[src/rtl/alu_wb_pkg.sv]
// Shared opcode, branch-condition and flag-index definitions for the ALU writeback stage.
package alu_wb_pkg;

  localparam logic [5:0] OP_ADD = 6'b001001;
  localparam logic [5:0] OP_CMP = 6'b010111;
  localparam logic [5:0] OP_DEC = 6'b011010;
  localparam logic [5:0] OP_MIN = OP_ADD;
  localparam logic [5:0] OP_MAX = OP_DEC;

  typedef enum logic [2:0] {
    COND_AL = 3'd0,
    COND_EQ = 3'd1,
    COND_NE = 3'd2,
    COND_CS = 3'd3,
    COND_CC = 3'd4,
    COND_MI = 3'd5,
    COND_VS = 3'd6,
    COND_NV = 3'd7
  } cond_e;

  localparam int FLAG_ZF = 3;
  localparam int FLAG_CF = 2;
  localparam int FLAG_NF = 1;
  localparam int FLAG_OF = 0;

  function automatic logic isLegalOp(input logic [5:0] op);
    return (op >= OP_MIN) && (op <= OP_MAX);
  endfunction

endpackage

[src/rtl/wb_fifo.sv]
// Synchronous FIFO holding pending register-file writes, with an extra read port on the youngest entry.
module wb_fifo #(
  parameter int WIDTH = 20,
  parameter int DEPTH = 2
) (
  input  logic             clk,
  input  logic             rst,
  input  logic             push_i,
  input  logic             pop_i,
  input  logic [WIDTH-1:0] wdata_i,
  output logic [WIDTH-1:0] rdata_o,
  output logic [WIDTH-1:0] youngest_o,
  output logic             full_o,
  output logic             empty_o
);

  localparam int PTR_W = $clog2(DEPTH);

  logic [WIDTH-1:0] mem_q [DEPTH];
  logic [PTR_W:0]   wrPtr_q, rdPtr_q;
  logic [PTR_W-1:0] youngIdx;
  logic             doPush, doPop;

  assign doPush = push_i && !full_o;
  assign doPop  = pop_i && !empty_o;

  // Storage is cleared on reset so the head read port shows zero afterwards.
  always_ff @(posedge clk or posedge rst) begin
    if (rst) begin
      wrPtr_q <= '0;
      rdPtr_q <= '0;
      for (int i = 0; i < DEPTH; i++) begin
        mem_q[i] <= '0;
      end
    end else begin
      if (doPush) begin
        mem_q[wrPtr_q[PTR_W-1:0]] <= wdata_i;
        wrPtr_q <= wrPtr_q + (PTR_W+1)'(1);
      end
      if (doPop) begin
        rdPtr_q <= rdPtr_q + (PTR_W+1)'(1);
      end
    end
  end

  // The extra pointer bit distinguishes full from empty when the indices match.
  assign full_o  = (wrPtr_q[PTR_W] != rdPtr_q[PTR_W]) &&
                   (wrPtr_q[PTR_W-1:0] == rdPtr_q[PTR_W-1:0]);
  assign empty_o = (wrPtr_q == rdPtr_q);

  assign youngIdx   = wrPtr_q[PTR_W-1:0] - PTR_W'(1);
  assign rdata_o    = mem_q[rdPtr_q[PTR_W-1:0]];
  assign youngest_o = mem_q[youngIdx];

endmodule

[src/rtl/alu_writeback.sv]
// Writeback/status stage after the 16-bit ALU: latches flags, queues register writes, evaluates branches.
// Define ALU_WB_BYPASS_EN to expose the youngest queued write for operand forwarding.
module alu_writeback
  import alu_wb_pkg::*;
#(
  parameter int DATA_W     = 16,
  parameter int REG_ADDR_W = 4,
  parameter int FIFO_DEPTH = 2
) (
  input  logic                  clk,
  input  logic                  rst,
  input  logic                  in_valid,
  output logic                  in_ready,
  input  logic [5:0]            in_opcode,
  input  logic [DATA_W:0]       in_result,
  input  logic [3:0]            in_flags,
  input  logic [REG_ADDR_W-1:0] in_rd,
  output logic                  wb_valid,
  input  logic                  wb_ready,
  output logic [REG_ADDR_W-1:0] wb_addr,
  output logic [DATA_W-1:0]     wb_data,
  output logic [3:0]            flags_q,
  input  logic [2:0]            cond_sel,
  output logic                  cond_true,
  output logic                  illegal_op,
`ifdef ALU_WB_BYPASS_EN
  output logic                  byp_valid,
  output logic [REG_ADDR_W-1:0] byp_addr,
  output logic [DATA_W-1:0]     byp_data,
`endif
  output logic [15:0]           retired_cnt
);

  localparam int ENTRY_W = REG_ADDR_W + DATA_W;

  logic               accept, legalOp, pushEn, popEn;
  logic               fifoFull, fifoEmpty;
  logic [ENTRY_W-1:0] headEntry, youngEntry;
  logic [3:0]         flags_d;
  logic               illegal_d;
  logic [15:0]        retired_d;
  logic               unusedCarry;

  // The carry-out bit already lives in CF, so it never reaches the register file.
  assign unusedCarry = in_result[DATA_W];

  assign accept  = in_valid && in_ready;
  assign legalOp = isLegalOp(in_opcode);
  assign pushEn  = accept && legalOp && (in_opcode != OP_CMP);
  assign popEn   = wb_valid && wb_ready;

  wb_fifo #(
    .WIDTH(ENTRY_W),
    .DEPTH(FIFO_DEPTH)
  ) u_fifo (
    .clk       (clk),
    .rst       (rst),
    .push_i    (pushEn),
    .pop_i     (popEn),
    .wdata_i   ({in_rd, in_result[DATA_W-1:0]}),
    .rdata_o   (headEntry),
    .youngest_o(youngEntry),
    .full_o    (fifoFull),
    .empty_o   (fifoEmpty)
  );

  assign in_ready = !fifoFull;
  assign wb_valid = !fifoEmpty;
  assign wb_addr  = headEntry[ENTRY_W-1:DATA_W];
  assign wb_data  = headEntry[DATA_W-1:0];

`ifdef ALU_WB_BYPASS_EN
  assign byp_valid = !fifoEmpty;
  assign byp_addr  = youngEntry[ENTRY_W-1:DATA_W];
  assign byp_data  = youngEntry[DATA_W-1:0];
`else
  logic [ENTRY_W-1:0] unusedYoung;
  assign unusedYoung = youngEntry;
`endif

  always_comb begin
    flags_d   = flags_q;
    illegal_d = illegal_op;
    retired_d = retired_cnt;
    if (accept) begin
      retired_d = retired_cnt + 16'd1;
      if (legalOp) begin
        flags_d = in_flags;
      end else begin
        illegal_d = 1'b1;
      end
    end
  end

  always_ff @(posedge clk or posedge rst) begin
    if (rst) begin
      flags_q     <= '0;
      illegal_op  <= 1'b0;
      retired_cnt <= '0;
    end else begin
      flags_q     <= flags_d;
      illegal_op  <= illegal_d;
      retired_cnt <= retired_d;
    end
  end

  always_comb begin
    cond_true = 1'b0;
    case (cond_e'(cond_sel))
      COND_AL: cond_true = 1'b1;
      COND_EQ: cond_true = flags_q[FLAG_ZF];
      COND_NE: cond_true = !flags_q[FLAG_ZF];
      COND_CS: cond_true = flags_q[FLAG_CF];
      COND_CC: cond_true = !flags_q[FLAG_CF];
      COND_MI: cond_true = flags_q[FLAG_NF];
      COND_VS: cond_true = flags_q[FLAG_OF];
      COND_NV: cond_true = 1'b0;
      default: cond_true = 1'b0;
    endcase
  end

endmodule

[config.mk]
export PLATFORM = sky130hd
export DESIGN_NAME = alu_writeback
export DESIGN_NICKNAME = d
export VERILOG_FILES = /design/src/rtl/alu_wb_pkg.sv /design/src/rtl/wb_fifo.sv /design/src/rtl/alu_writeback.sv
export SDC_FILE = /design/constraint.sdc
export NUM_CORES = 1
export LEC_CHECK = 0
export BUFFER_PORTS_ARGS = -buffer_cell sky130_fd_sc_hd__buf_2
export CORE_MARGIN = 3
export CORE_UTILIZATION = 56
export CTS_BUF_LIST = sky130_fd_sc_hd__clkbuf_16
export CTS_CLUSTER_SIZE = 24
export DETAILED_ROUTE_END_ITERATION = 16
export PLACE_DENSITY = 0.85
export SYNTH_ARGS = -nofsm -noshare
export SYNTH_HDL_FRONTEND = slang
export SYNTH_SLANG_ARGS = --single-unit
[constraint.sdc]
create_clock -name clk -period 5.56 [get_ports clk]
set_input_delay 0.278 -clock clk [delete_from_list [all_inputs] [get_ports clk]]
set_output_delay 0.278 -clock clk [all_outputs]
set_load 0.02 [all_outputs]
* Yosys cells after proc, flatten, opt, wreduce, memory -nomap -nowiden
Cells that the tools add are included.
** Word-level totals
- Bits in registers :: 65
- Output and inout bits :: 44
- Word-level logic and storage cells :: 52
- Bits of input ports :: 38
** Cells by class
- Multiplexer cells :: 7
- Reduce and logical (&&, ||, !) cells :: 16
- Add/sub/neg operators :: 3
- Bitwise logic cells :: 3
- Magnitude comparators :: 5
- Equality and inequality tests :: 11
** Operator list (count)
- $mux W20 :: 4
- $bwmux W40 :: 1
- $demux W20 S1 :: 1
- $add A16 B1 Y16 const B :: 1
- $eq A3 B3 Y1 const B :: 4
- $logic_and A1 B1 Y1 :: 9
- $pmux W1 S8 :: 1
- $eq A3 B2 Y1 const B :: 2
- $ge A6 B4 Y1 const B :: 1
- $le A6 B5 Y1 const B :: 1
- $ne A6 B5 Y1 const B :: 1
- $add A2 B1 Y2 const B :: 2
- $ge A2 B2 Y1 const B :: 2
- $logic_not A1 Y1 :: 4
- $not A1 Y2 :: 2
- $reduce_and A2 Y1 :: 2
- $eq A3 B1 Y1 const B :: 1
- $logic_not A3 Y1 :: 1
- $eq A2 B2 Y1 :: 1
- $lt A2 B1 Y1 const B :: 1
- $eq A1 B1 Y1 :: 1
- $ne A1 B1 Y1 :: 1
- $not A1 Y1 :: 1

* Logic depth before layout (Yosys ltp)
Gate-level depths: netlist (run 1).
- Depth after elaboration :: 7
- Depth in mapped cells :: 6
- Depth with buffers taken out :: 5

* Modules after synthesis
A second synthesis (run 1) with hierarchy kept.
** Second synthesis, totals
- Cells, all modules :: 249
- Area, all modules :: 3326.9 um^2
** By module, submodules not included
- wb_fifo :: cells each 158, area an instance 2309.7 um^2, instances 1, sequential area each 1101.1 um^2
- alu_writeback :: cells each 91, area an instance 1017.2 um^2, instances 1, sequential area each 525.5 um^2

* Least setup slack after synthesis (run 1)
No wires, ideal clock.
- Kind :: reg2reg
- From :: register u_fifo.rdPtr_q[0]
- To :: register u_fifo.mem_q[20] in the netlist's numbering
- Path slack :: 3.500 ns
- Library setup time :: 0.125 ns
- Period minus slack after synthesis :: 2.060 ns
- Buffers on the path :: 2
- Required time :: 5.435 ns
- Arrival :: 1.935 ns
- Stages on the path, launching flop included :: 7
- Path through :: dfrtp_1 buf_4 xnor2_1 a21o_1 or4_4 buf_6 mux2_4
** Between the ends
- Cells in the longest elaborated chain, start to end :: 7
** Ends and longest elaborated chain
- start: declaration :: line wb_fifo.sv:20 : logic [PTR_W:0] wrPtr_q, rdPtr_q;
- start signal: assignment :: line wb_fifo.sv:41 : rdPtr_q <= rdPtr_q + (PTR_W+1)'(1);
- $eq A1 B1 Y1 (*) :: line wb_fifo.sv:48 : (wrPtr_q[PTR_W-1:0] == rdPtr_q[PTR_W-1:0]);
- $logic_and A1 B1 Y1 (*) :: line wb_fifo.sv:47 : assign full_o = (wrPtr_q[PTR_W] != rdPtr_q[PTR_W]) &&
- $logic_not A1 Y1 (*) :: line wb_fifo.sv:24, alu_writeback.sv:67
- $logic_and A1 B1 Y1 :: line alu_writeback.sv:47 : assign accept = in_valid && in_ready;
- $logic_and A1 B1 Y1 (2 in series) :: line alu_writeback.sv:49 : assign pushEn = accept && legalOp && (in_opcode != OP_CMP);
- $logic_and A1 B1 Y1 (*) :: line wb_fifo.sv:24 : assign doPush = push_i && !full_o;
- end signal: indexed assignment :: line wb_fifo.sv:37 : mem_q[wrPtr_q[PTR_W-1:0]] <= wdata_i;
- end: declaration :: line wb_fifo.sv:19 : logic [WIDTH-1:0] mem_q [DEPTH];
Mark *: on every way between the ends. The rest lies on a longest branch, timed or not.
A chain may end at the register's enable or synchronous reset.

* Final worst setup path (run 1)
- From :: register u_fifo.rdPtr_q[0]
- To :: register retired_cnt[11]
** Between the ends
- Cells in the longest elaborated chain, start to end :: 4
** Ends and longest elaborated chain
- $eq A1 B1 Y1 :: line wb_fifo.sv:48
- $logic_and A1 B1 Y1 :: line wb_fifo.sv:47
- $logic_not A1 Y1 :: line alu_writeback.sv:67 : assign in_ready = !fifoFull;
- $logic_and A1 B1 Y1 :: line alu_writeback.sv:47
- end signal: assignment :: line alu_writeback.sv:103 : retired_cnt <= retired_d;
- end: declaration :: line alu_writeback.sv:31 : output logic [15:0] retired_cnt
Every way passes these cells.

==> impl_metrics.tcl, run 1 <==
set metrics [dict create \
    root_buffer "clkbuf_16" \
    fin_tns_setup_ns 0 \
    viasPerCell 5.37 \
    hold_path_class "in -> async" \
    rrSetupSlack_ns 2.52 \
    rr_endpoint "retired_cnt[11]" \
    p_clk_frac 0.245 \
    antenna_found_initial 0 \
    switching_share 0.351 \
    synth-compound-area-share 0.0345 \
    crit_end "retired_cnt[11]" \
    worstPathCellList "xnor2_1, a2111oi_1, nand4_1, xnor2_1" \
    synthToLayoutAreaGrowth_pct 26.0 \
    outcome "complete, no violations" \
    cts_buffers 9 \
    vdd_ir_drop_max_mv 0.405 \
    synth_edf_count 0 \
    arrival_ns 3.25 \
    power_switching_mw 0.829 \
    slew_viol_final 0 \
    max_freq_mhz 329 \
    synth_fp_nets 250 \
    vias 1982 \
    synth_area_per_cell_um2 14.1 \
    clk_pin_slew_ns 0.05 \
    drive_above_1_share 0.540 \
    ys_seq_area_frac 0.548 \
    crit_path_frequent_cell "xnor2_1" \
    clockBufferDepth 2 \
    fin_nets 336 \
    crit_path_start "u_fifo.rdPtr_q[0]" \
    fin_crit_sh 0.546 \
    yosys_warnings 0 \
    grt_pass1_wl_um 10300 \
    drt_wl_total_um 6040 \
    drv_cap 0 \
    final-hold-violation-count 0 \
    worstSetupPathType "reg -> reg" \
    fin_ws_ns 2.52 \
    intPower_mw 1.53 \
    dp_hpwl_um 4000 \
    synthFlopType "dfrtp_1" \
    ys_ff_latch 65 \
    post-cts-setup-buffer-count 0 \
    setup_violations 0 \
    slew_headroom 0.183 \
    cts_tree "done" \
    rsz0062_at_grt "false" \
    period_needed_ns 3.04 \
    synthMuxAreaShare 0.267 \
    finClkSkew_ns 0.00528 \
    boundaryPins 82 \
    drt_pass1_iterations 4 \
    ctsResizeCount 0 \
    wire_per_inst_um 16.4 \
    core_mm2 0.00491 \
    port_buffers 80 \
    timing.critical_path.slowest_stage_cell "a2111oi_1" \
    dieWidth_um 78.8 \
    ys_async_sr_fraction 1.00 \
    grt_overflow 0 \
    die_h_um 78.8 \
    cp-end-kind "flop" \
    leakagePower_nw 1.85 \
    gp_congestion 0.749 \
    pre_cts_ws_ns 2.60 \
    synth_fa_ha_area_frac 0.00421 \
    rows 25 \
    ant_nets 0 \
    drcViolationCount 0 \
    design.die.area_mm2 0.00621 \
    initial_core_util 0.605 \
    synth_top_family_by_area "multiplexers" \
    ff_latch_area_mm2 0.00163 \
    reg2reg_depth 4 \
    comb_power_share 0.396 \
    cp-start-kind "flop" \
    required_ns 5.77 \
    multiInputGateArea_mm2 0.00129 \
    grt_usage 0.217 \
    syn_area_mm2 0.00297 \
    pwr-share-seq 0.359 \
    reg2reg_from "u_fifo.rdPtr_q[0]" \
    diodes 0 \
    dpl.cell_count 353 \
    final_cells 369 \
    drt_iter0_drc 100 \
    ys_types 32 \
    power.density_mw_per_mm2 631 \
    synthCells 211 \
    ctsHoldBuffers 0 \
    critPathMaxStageDelay_ns 1.15 \
    synthSimpleGateAreaFrac 0.0682 \
    synthXorXnorAreaFrac 0.0590 \
    fill_cells 322 \
    grt_pass1_vias 2116 \
    grt_max_degree 66 \
    ctsHtreeMaxLevel 3 \
    crit_fanout 23 \
    insertion_delay_ns 0.32 \
    cts.sinks 65 \
    worst_pin_slew_ns 1.22 \
]
==> state kept, by name, indices dropped and copies added, names as in the netlist <==
| signal | cells |
|---|---|
| u_fifo.mem_q | 40 |
| flags_q | 4 |
| illegal_op | 1 |
| u_fifo.wrPtr_q | 2 |
| u_fifo.rdPtr_q | 2 |
| retired_cnt | 16 |
==> power by group through the flow <==
stage,registers (mW),logic [mW],clock network (mW)
2_1_floorplan,0.828,0.691,0
3_3_place_gp,0.833,0.916,0
3_5_place_dp,0.844,0.940,0
4_1_cts,0.846,0.946,0.590
5_1_grt,0.880,1.01,0.612
6_report,0.848,0.936,0.578
==> metrics by stage <==
step                instance area (um^2)  hold WS, ns  utilization  total power [mW]
global placement                    3430        0.449        0.699              1.75
detailed placement                  3430        0.439        0.699              1.78
CTS                                 3740        0.187        0.762              2.38
global route                        3740        0.191        0.762              2.50
floorplan                           2970        0.427            -              1.52
finish                              3740        0.192        0.762              2.36
==> synthesized netlist by cell type, types with 2 or more instances <==
master | n | area, um^2
a211oi_1 | 2 | 15.0
a21o_1 | 3 | 22.5
a21oi_1 | 3 | 15.0
and4_1 | 2 | 17.5
buf_2 | 2 | 10.0
buf_6 | 2 | 22.5
clkbuf_1 | 2 | 7.51
dfrtp_1 | 65 | 1630
inv_1 | 3 | 11.3
mux2_2 | 45 | 507
mux2_4 | 19 | 285
nand2_1 | 14 | 52.6
nand3_1 | 6 | 30.0
nand4_1 | 5 | 31.3
nor2_1 | 2 | 7.51
nor4_1 | 2 | 12.5
xnor2_1 | 15 | 131
xor2_1 | 5 | 43.8
==> how the worst min path moves through the flow <==
stage / start / slack, ns / to
3_3_place_gp: illegal_op / 0.45 / illegal_op
3_5_place_dp: illegal_op / 0.44 / illegal_op
4_1_cts: in_flags[0] / 0.19 / flags_q[0]
2_1_floorplan: in_result[0] / 0.43 / u_fifo.mem_q[20]
6_report: rst / 0.19 / retired_cnt[11]
5_1_grt: in_flags[0] / 0.19 / flags_q[0]
==> critical path: cells and delay by family, from the launching register on <==
kind | cells | cell delay, ns
AO/OA/AOI/OAI | 1 | 1.15
XOR/XNOR | 2 | 0.51
flip-flops | 1 | 1.02
AND/OR/NAND/NOR | 1 | 0.24
==> final cells by class <==
cell class,count,area share
Tap cell,67,0.0224
Sequential cell,65,0.435
Clock inverter,7,0.0231
Clock buffer,9,0.0602
Timing Repair Buffer,82,0.111
Multi-Input combinational cell,136,0.346
Inverter,3,0.00301
==> cells by family (layout without fill, tap and decap cells) <==
kind of cell | count (synthesis) | in the layout
AND/OR/NAND/NOR | 37 | 37
multiplexers | 64 | 64
flip-flops | 65 | 65
buffers and inverters | 10 | 101
XOR/XNOR | 20 | 20
AO/OA/AOI/OAI | 14 | 14
adder cells (fa/ha/maj) | 1 | 1
==> cell usage in the layout, fill, tap and decap left out, drive strengths merged, types with 2 or more instances in the layout <==
| cell type | netlist | routed |
|---|---|---|
| inv | 3 | 4 |
| clkinv | 0 | 4 |
| clkbuf | 2 | 9 |
| a21oi | 3 | 3 |
| nand3 | 6 | 6 |
| buf | 5 | 82 |
| and4 | 2 | 2 |
| dfrtp | 65 | 65 |
| nand4 | 5 | 5 |
| bufinv | 0 | 2 |
| nor2 | 2 | 2 |
| a21o | 3 | 3 |
| nor4 | 2 | 2 |
| nand2 | 14 | 14 |
| xor2 | 5 | 5 |
| mux2 | 64 | 64 |
| a211oi | 2 | 2 |
| xnor2 | 15 | 15 |
==> per-layer routing <==
metal  share of wire  wire length, um  GRT usage  vias up
met2            0.50             2990      0.362       51
met5               0                0          0        -
li1                -                -          -      932
met1            0.44             2660      0.276      990
met4           0.017              102     0.0928        0
met3           0.048              291     0.0454        9
(Power assumes the default switching activity.)
==> run 2: changes to the inputs <==
--- a/config.mk
+++ b/config.mk
@@ -5,13 +5,14 @@
 export SDC_FILE = /design/constraint.sdc
 export NUM_CORES = 1
 export LEC_CHECK = 0
+export ABC_AREA = 1
 export BUFFER_PORTS_ARGS = -buffer_cell sky130_fd_sc_hd__buf_2
 export CORE_MARGIN = 3
-export CORE_UTILIZATION = 56
+export CORE_UTILIZATION = 48
 export CTS_BUF_LIST = sky130_fd_sc_hd__clkbuf_16
 export CTS_CLUSTER_SIZE = 24
 export DETAILED_ROUTE_END_ITERATION = 16
-export PLACE_DENSITY = 0.85
+export PLACE_DENSITY = 0.76
 export SYNTH_ARGS = -nofsm -noshare
 export SYNTH_HDL_FRONTEND = slang
 export SYNTH_SLANG_ARGS = --single-unit
==> constraint.sdc (replaced) <==
create_clock -name clk -period 2.7 [get_ports clk]
set_input_delay 0.135 -clock clk [delete_from_list [all_inputs] [get_ports clk]]
set_output_delay 0.135 -clock clk [all_outputs]
set_load 0.02 [all_outputs]
==> impl_metrics.tcl, run 2 <==
set metrics [dict create \
    total_power_mw 4.53 \
    synthCells 417 \
    synthToLayoutAreaGrowth_pct 21.6 \
    dpl_cell_area_mm2 0.00369 \
    ys_async_sr_fraction 1.00 \
    required_ns 2.91 \
    fin_crit_sh 0.752 \
    clockBufferDepth 2 \
    rows 29 \
    synth_fp_nets 456 \
    clk_pin_slew_ns 0.05 \
    design.die.area_mm2 0.00779 \
    drt_iter0_drc 284 \
    grt_pass1_wl_um 13400 \
    synthTopCellsByArea "dfrtp_1 50%, nand2_1 22%, nand4_1 9.1%, inv_1 2.2%, xor2_1 2.2%" \
    yosys_warnings 0 \
    ys_types 27 \
    insertion_delay_ns 0.32 \
    syn_area_mm2 0.00325 \
    ys_top_cells_by_count "190 x nand2_1, 65 x dfrtp_1, 47 x nand4_1" \
    synth_top_family_by_area "simple AND/OR/NAND/NOR gates" \
    synth_area_per_cell_um2 7.79 \
    critPathBufInv 3 \
    slew_viol_final 0 \
    leakagePower_nw 2.19 \
    worstSetupPathType "reg -> reg" \
    crit_path_frequent_cell "nand2_1" \
    arrival_ns 2.24 \
    slew_headroom 0.483 \
    cp-start-kind "flop" \
    cp-end-kind "flop" \
    post-cts-setup-buffer-count 0 \
    gp_congestion 0.776 \
    die_h_um 88.2 \
    synthFlopType "dfrtp_1" \
    grt_max_degree 60 \
    worstPathCellList "inv_2, nand2_1, nand2_1, nand2_2, nand2_4, inv_2, nand4_1, buf_4, nand2_1, nand2_1" \
    critPathTopFamily "simple AND/OR/NAND/NOR gates" \
    cts_buffers 9 \
    dieWidth_um 88.2 \
    drv_cap 0 \
    grt_pass1_vias 2865 \
    dp_hpwl_um 5220 \
    ant_nets 0 \
    drt_pass1_iterations 4 \
    power.density_mw_per_mm2 1150 \
    period_needed_ns 2.03 \
    hold_path_class "in -> reg" \
    cts.sinks 65 \
    vias 3012 \
    synth_edf_count 0 \
    critPathMaxStageDelay_ns 0.44 \
    setup_violations 0 \
    initial_core_util 0.503 \
    rsz0062_at_grt "false" \
    finClkSkew_ns 0.00344 \
    core_mm2 0.00646 \
    top_regs "u_fifo.mem_q x40, retired_cnt x16, flags_q x4" \
    regMostFlops "u_fifo.mem_q" \
    ys_ff_latch 65 \
    ctsHtreeMaxLevel 3 \
    viasPerCell 5.23 \
    synth_top_cell_area_share 0.501 \
    synth_fa_ha_area_frac 0.00385 \
    final-hold-violation-count 0 \
    wire_per_inst_um 14.0 \
    grt_overflow 0 \
    fin_tns_setup_ns 0 \
    drt_wl_total_um 8040 \
    synthSimpleGateAreaFrac 0.375 \
    boundaryPins 82 \
    final_common_cell "nand2_1" \
    final_area_mm2 0.00395 \
    cts_tree "done" \
    max_freq_mhz 492 \
    drcViolationCount 0 \
    synthMuxAreaShare 0 \
    synthXorXnorAreaFrac 0.0270 \
    crit_fanout 14 \
    synth-compound-area-share 0.0297 \
    root_buffer "clkbuf_16" \
    diodes 0 \
    final_cell_mix "190 x nand2_1, 80 x buf_2, 65 x dfrtp_1" \
    grt_usage 0.225 \
    ys_seq_area_frac 0.501 \
    antenna_found_initial 0 \
    timing.critical_path.slowest_stage_cell "dfrtp_1" \
    final_core_util 0.611 \
    largest_reg_flops 40 \
    yosysTopAreaCell "dfrtp_1" \
    worst_pin_slew_ns 0.775 \
    port_buffers 80 \
    drive_above_1_share 0.220 \
    fin_nets 534 \
    synth_most_common_cell "nand2_1" \
    outcome "complete, no violations" \
    vdd_ir_drop_max_mv 0.623 \
]
[run 2: cell count changes after synthesis, sizes merged, moves of 10 or more]
cell	change
mux2	-64
inv	+19
nor2	+18
clkbuf	+10
xnor2	-13
nand2	+178
nand4	+42
[run 2: worst paths after layout]
kind,start,end,slack (ns),cells past startpoint
max,u_fifo.wrPtr_q[0],u_fifo.mem_q[9],0.67,10
min,in_flags[0],flags_q[0],0.009,3
max reg2reg,u_fifo.wrPtr_q[0],u_fifo.mem_q[9],0.67,10
min reg2reg,u_fifo.mem_q[5],u_fifo.mem_q[5],0.47,2
max in group asynchronous,rst,flags_q[3],1.48,4
min in group asynchronous,rst,retired_cnt[13],0.23,3
[run 2: report_power, final]
part           switching, mW  total (mW)  internal (mW)  leakage (nW)
sequential             0.274        1.66           1.38         0.799
clock                  0.400        1.00          0.600         0.127
combinational           1.26        1.87          0.603          1.26
[run 2: logic make-up (layout without fill, tap and decap cells)]
family | Yosys count | in the layout
XOR/XNOR | 10 | 10
buffers and inverters | 45 | 127
flip-flops | 65 | 65
AO/OA/AOI/OAI | 17 | 17
adder cells (fa/ha/maj) | 1 | 1
AND/OR/NAND/NOR | 279 | 279
[run 2: worst min-delay path, cell delays in order]
cell     delay [ns]
buf_2          0.07
nand2_1        0.04
nand2_1        0.05
[run 2: per-stage QoR]
stage | setup WS (ns) | hold slack [ns] | std cells
2_1_floorplan | 0.939 | 0.252 | 417
5_1_grt | 0.494 | 0.0238 | 576
3_5_place_dp | 0.642 | 0.0247 | 560
6_report | 0.669 | 0.00929 | 576
4_1_cts | 0.631 | 0.00478 | 576
3_3_place_gp | 0.743 | 0.0229 | 560
[run 2: area by class of cell]
type	instances	area [um^2]
clock inverter	6	26.3
clock buffer	9	225
sequential	65	1630
inverter	22	82.6
multi-input combinational	307	1410
fill	595	2510
timing repair buffer	90	478
tap	77	96.3
[run 2: repair_timing]
action	in CTS	in global routing
hold endpoints to repair	6	0
hold buffers	1	0
resized for setup	0	0
[run 2: per-layer routing]
metal / part of all wire / global-route usage
met1: 0.44 / 0.288
met2: 0.48 / 0.372
met3: 0.064 / 0.0615
met4: 0.0081 / 0.0769
met5: 0 / 0
==> run 3: changes to the inputs <==
==> constraint.sdc (replaced) <==
create_clock -name clk -period 1.85 [get_ports clk]
set_input_delay 0.0925 -clock clk [delete_from_list [all_inputs] [get_ports clk]]
set_output_delay 0.0925 -clock clk [all_outputs]
set_load 0.02 [all_outputs]
==> impl_metrics.tcl, run 3 (synthesis gave the netlist of run 2 again) <==
set metrics [dict create \
    power.density_mw_per_mm2 1670 \
    top_regs "u_fifo.mem_q x40, retired_cnt x16, flags_q x4" \
    final_core_util 0.629 \
    core_mm2 0.00646 \
    max_freq_mhz 603 \
    grt_pass1_wl_um 12800 \
    slew_headroom 0.719 \
    gp_congestion 0.765 \
    vdd_ir_drop_max_mv 0.931 \
    initial_core_util 0.503 \
    min_from "in_rd[0]" \
    required_ns 2.06 \
    final-hold-violation-count 0 \
    rsz0062_at_grt "false" \
    port_buffers 80 \
    largest_reg_flops 40 \
    fill_cells 568 \
    fin_ws_ns 0.191 \
    ctsResizeCount 0 \
    root_buffer "clkbuf_16" \
    fin_tns_setup_ns 0 \
    ant_nets 0 \
    vias 3055 \
    drt_iter0_drc 141 \
    ctsHtreeMaxLevel 3 \
    drcViolationCount 0 \
    cp-end-kind "flop" \
    synthToLayoutAreaGrowth_pct 25.1 \
    final_cell_mix "190 x nand2_1, 80 x buf_2, 65 x dfrtp_1" \
    grt_max_degree 49 \
    cts_tree "done" \
    boundaryPins 82 \
    arrival_ns 1.87 \
    hold_path_class "in -> reg" \
    cts.sinks 65 \
    grt_overflow 0 \
    setup_violations 0 \
    reg2reg_from "u_fifo.wrPtr_q[0]" \
    drt_wl_total_um 7930 \
    cts_buffers 9 \
    design.die.area_mm2 0.00779 \
    clockBufferDepth 2 \
    grt_pass1_vias 2797 \
    slew_viol_final 0 \
    crit_path_start "u_fifo.wrPtr_q[0]" \
    outcome "complete, no violations" \
    drv_cap 0 \
    rows 29 \
    diodes 0 \
    insertion_delay_ns 0.33 \
    fin_crit_sh 0.897 \
    crit_fanout 21 \
    final_common_cell "nand2_1" \
    viasPerCell 5.25 \
    drive_above_1_share 0.226 \
    cp-start-kind "flop" \
    wire_per_inst_um 13.6 \
    worstSetupPathType "reg -> reg" \
    pre_cts_ws_ns 0.202 \
    dp_hpwl_um 5080 \
    antenna_found_initial 0 \
    drt_pass1_iterations 4 \
    worst_pin_slew_ns 0.420 \
    leakagePower_nw 2.23 \
    clk_pin_slew_ns 0.06 \
    regMostFlops "u_fifo.mem_q" \
    grt_usage 0.211 \
    die_h_um 88.2 \
    finClkSkew_ns 0.00657 \
    total_power_mw 6.80 \
    fin_nets 540 \
    dieWidth_um 88.2 \
    period_needed_ns 1.66 \
]
[run 3: cell count changes in the layout (fill, tap and decap cells not counted)]
cell	previous run	this run
clkinv_4	0	1
buf_12	0	2
clkinv_2	3	2
dlygate4sd3_1	1	5
clkinv_1	3	1
bufinv_16	0	1
clkinvlp_4	0	1
[run 3: power breakdown]
group	switching [mW]	internal [mW]	leakage, nW
Combinational	1.85	0.910	1.29
Sequential	0.400	2.02	0.799
Clock	0.604	1.03	0.139
[run 3: metal layers]
metal,vias to the layer above,share of wire,global-route usage
met4,0,0.020,0.0865
met5,-,0,0
met2,92,0.48,0.358
met3,16,0.062,0.0363
met1,1425,0.44,0.269
li1,1522,-,-
[run 3: path summary, 6_finish.rpt]
path	end	slack, ns	cells after the start
setup / recovery	u_fifo.mem_q[14]	0.19	10
hold / removal	u_fifo.mem_q[36]	0.02	3
setup reg to reg	u_fifo.mem_q[14]	0.19	10
hold reg to reg	u_fifo.mem_q[18]	0.47	2
max in group asynchronous	flags_q[0]	0.95	4
min in group asynchronous	retired_cnt[11]	0.31	3
[run 3: through the flow]
stage / std cells / area [um^2] / hold WS (ns)
6_report: 582 / 4060 / 0.0249
5_1_grt: 582 / 4060 / 0.0302
4_1_cts: 582 / 4060 / 0.0219
3_5_place_dp: 562 / 3730 / 0.109
3_3_place_gp: 562 / 3730 / 0.110
2_1_floorplan: 417 / 3250 / 0.209
[run 3: final cells by class]
class / instances / area, um^2 / area share
flip-flops and latches: 65 / 1630 / 0.400
multi-input cells: 307 / 1410 / 0.348
repair buffers: 96 / 558 / 0.137
clock buffers: 9 / 225 / 0.0554
well taps: 77 / 96.3 / 0.0237
inverters: 22 / 82.6 / 0.0203
clock inverters: 6 / 60.1 / 0.0148
[run 3: timing repair]
item                      CTS  global route
hold buffers                5             0
hold endpoints to repair   21             0
buffers inserted            0             0
[run 3: critical path, cell delays in order (launching register included)]
cell and delay [ns]:
dfrtp_1 0.49, inv_2 0.06, nand2_1 0.06, nand2_1 0.07
nand2_2 0.11, nand2_4 0.13, inv_2 0.13, nand4_1 0.10
buf_4 0.24, nand2_1 0.10, nand2_1 0.06
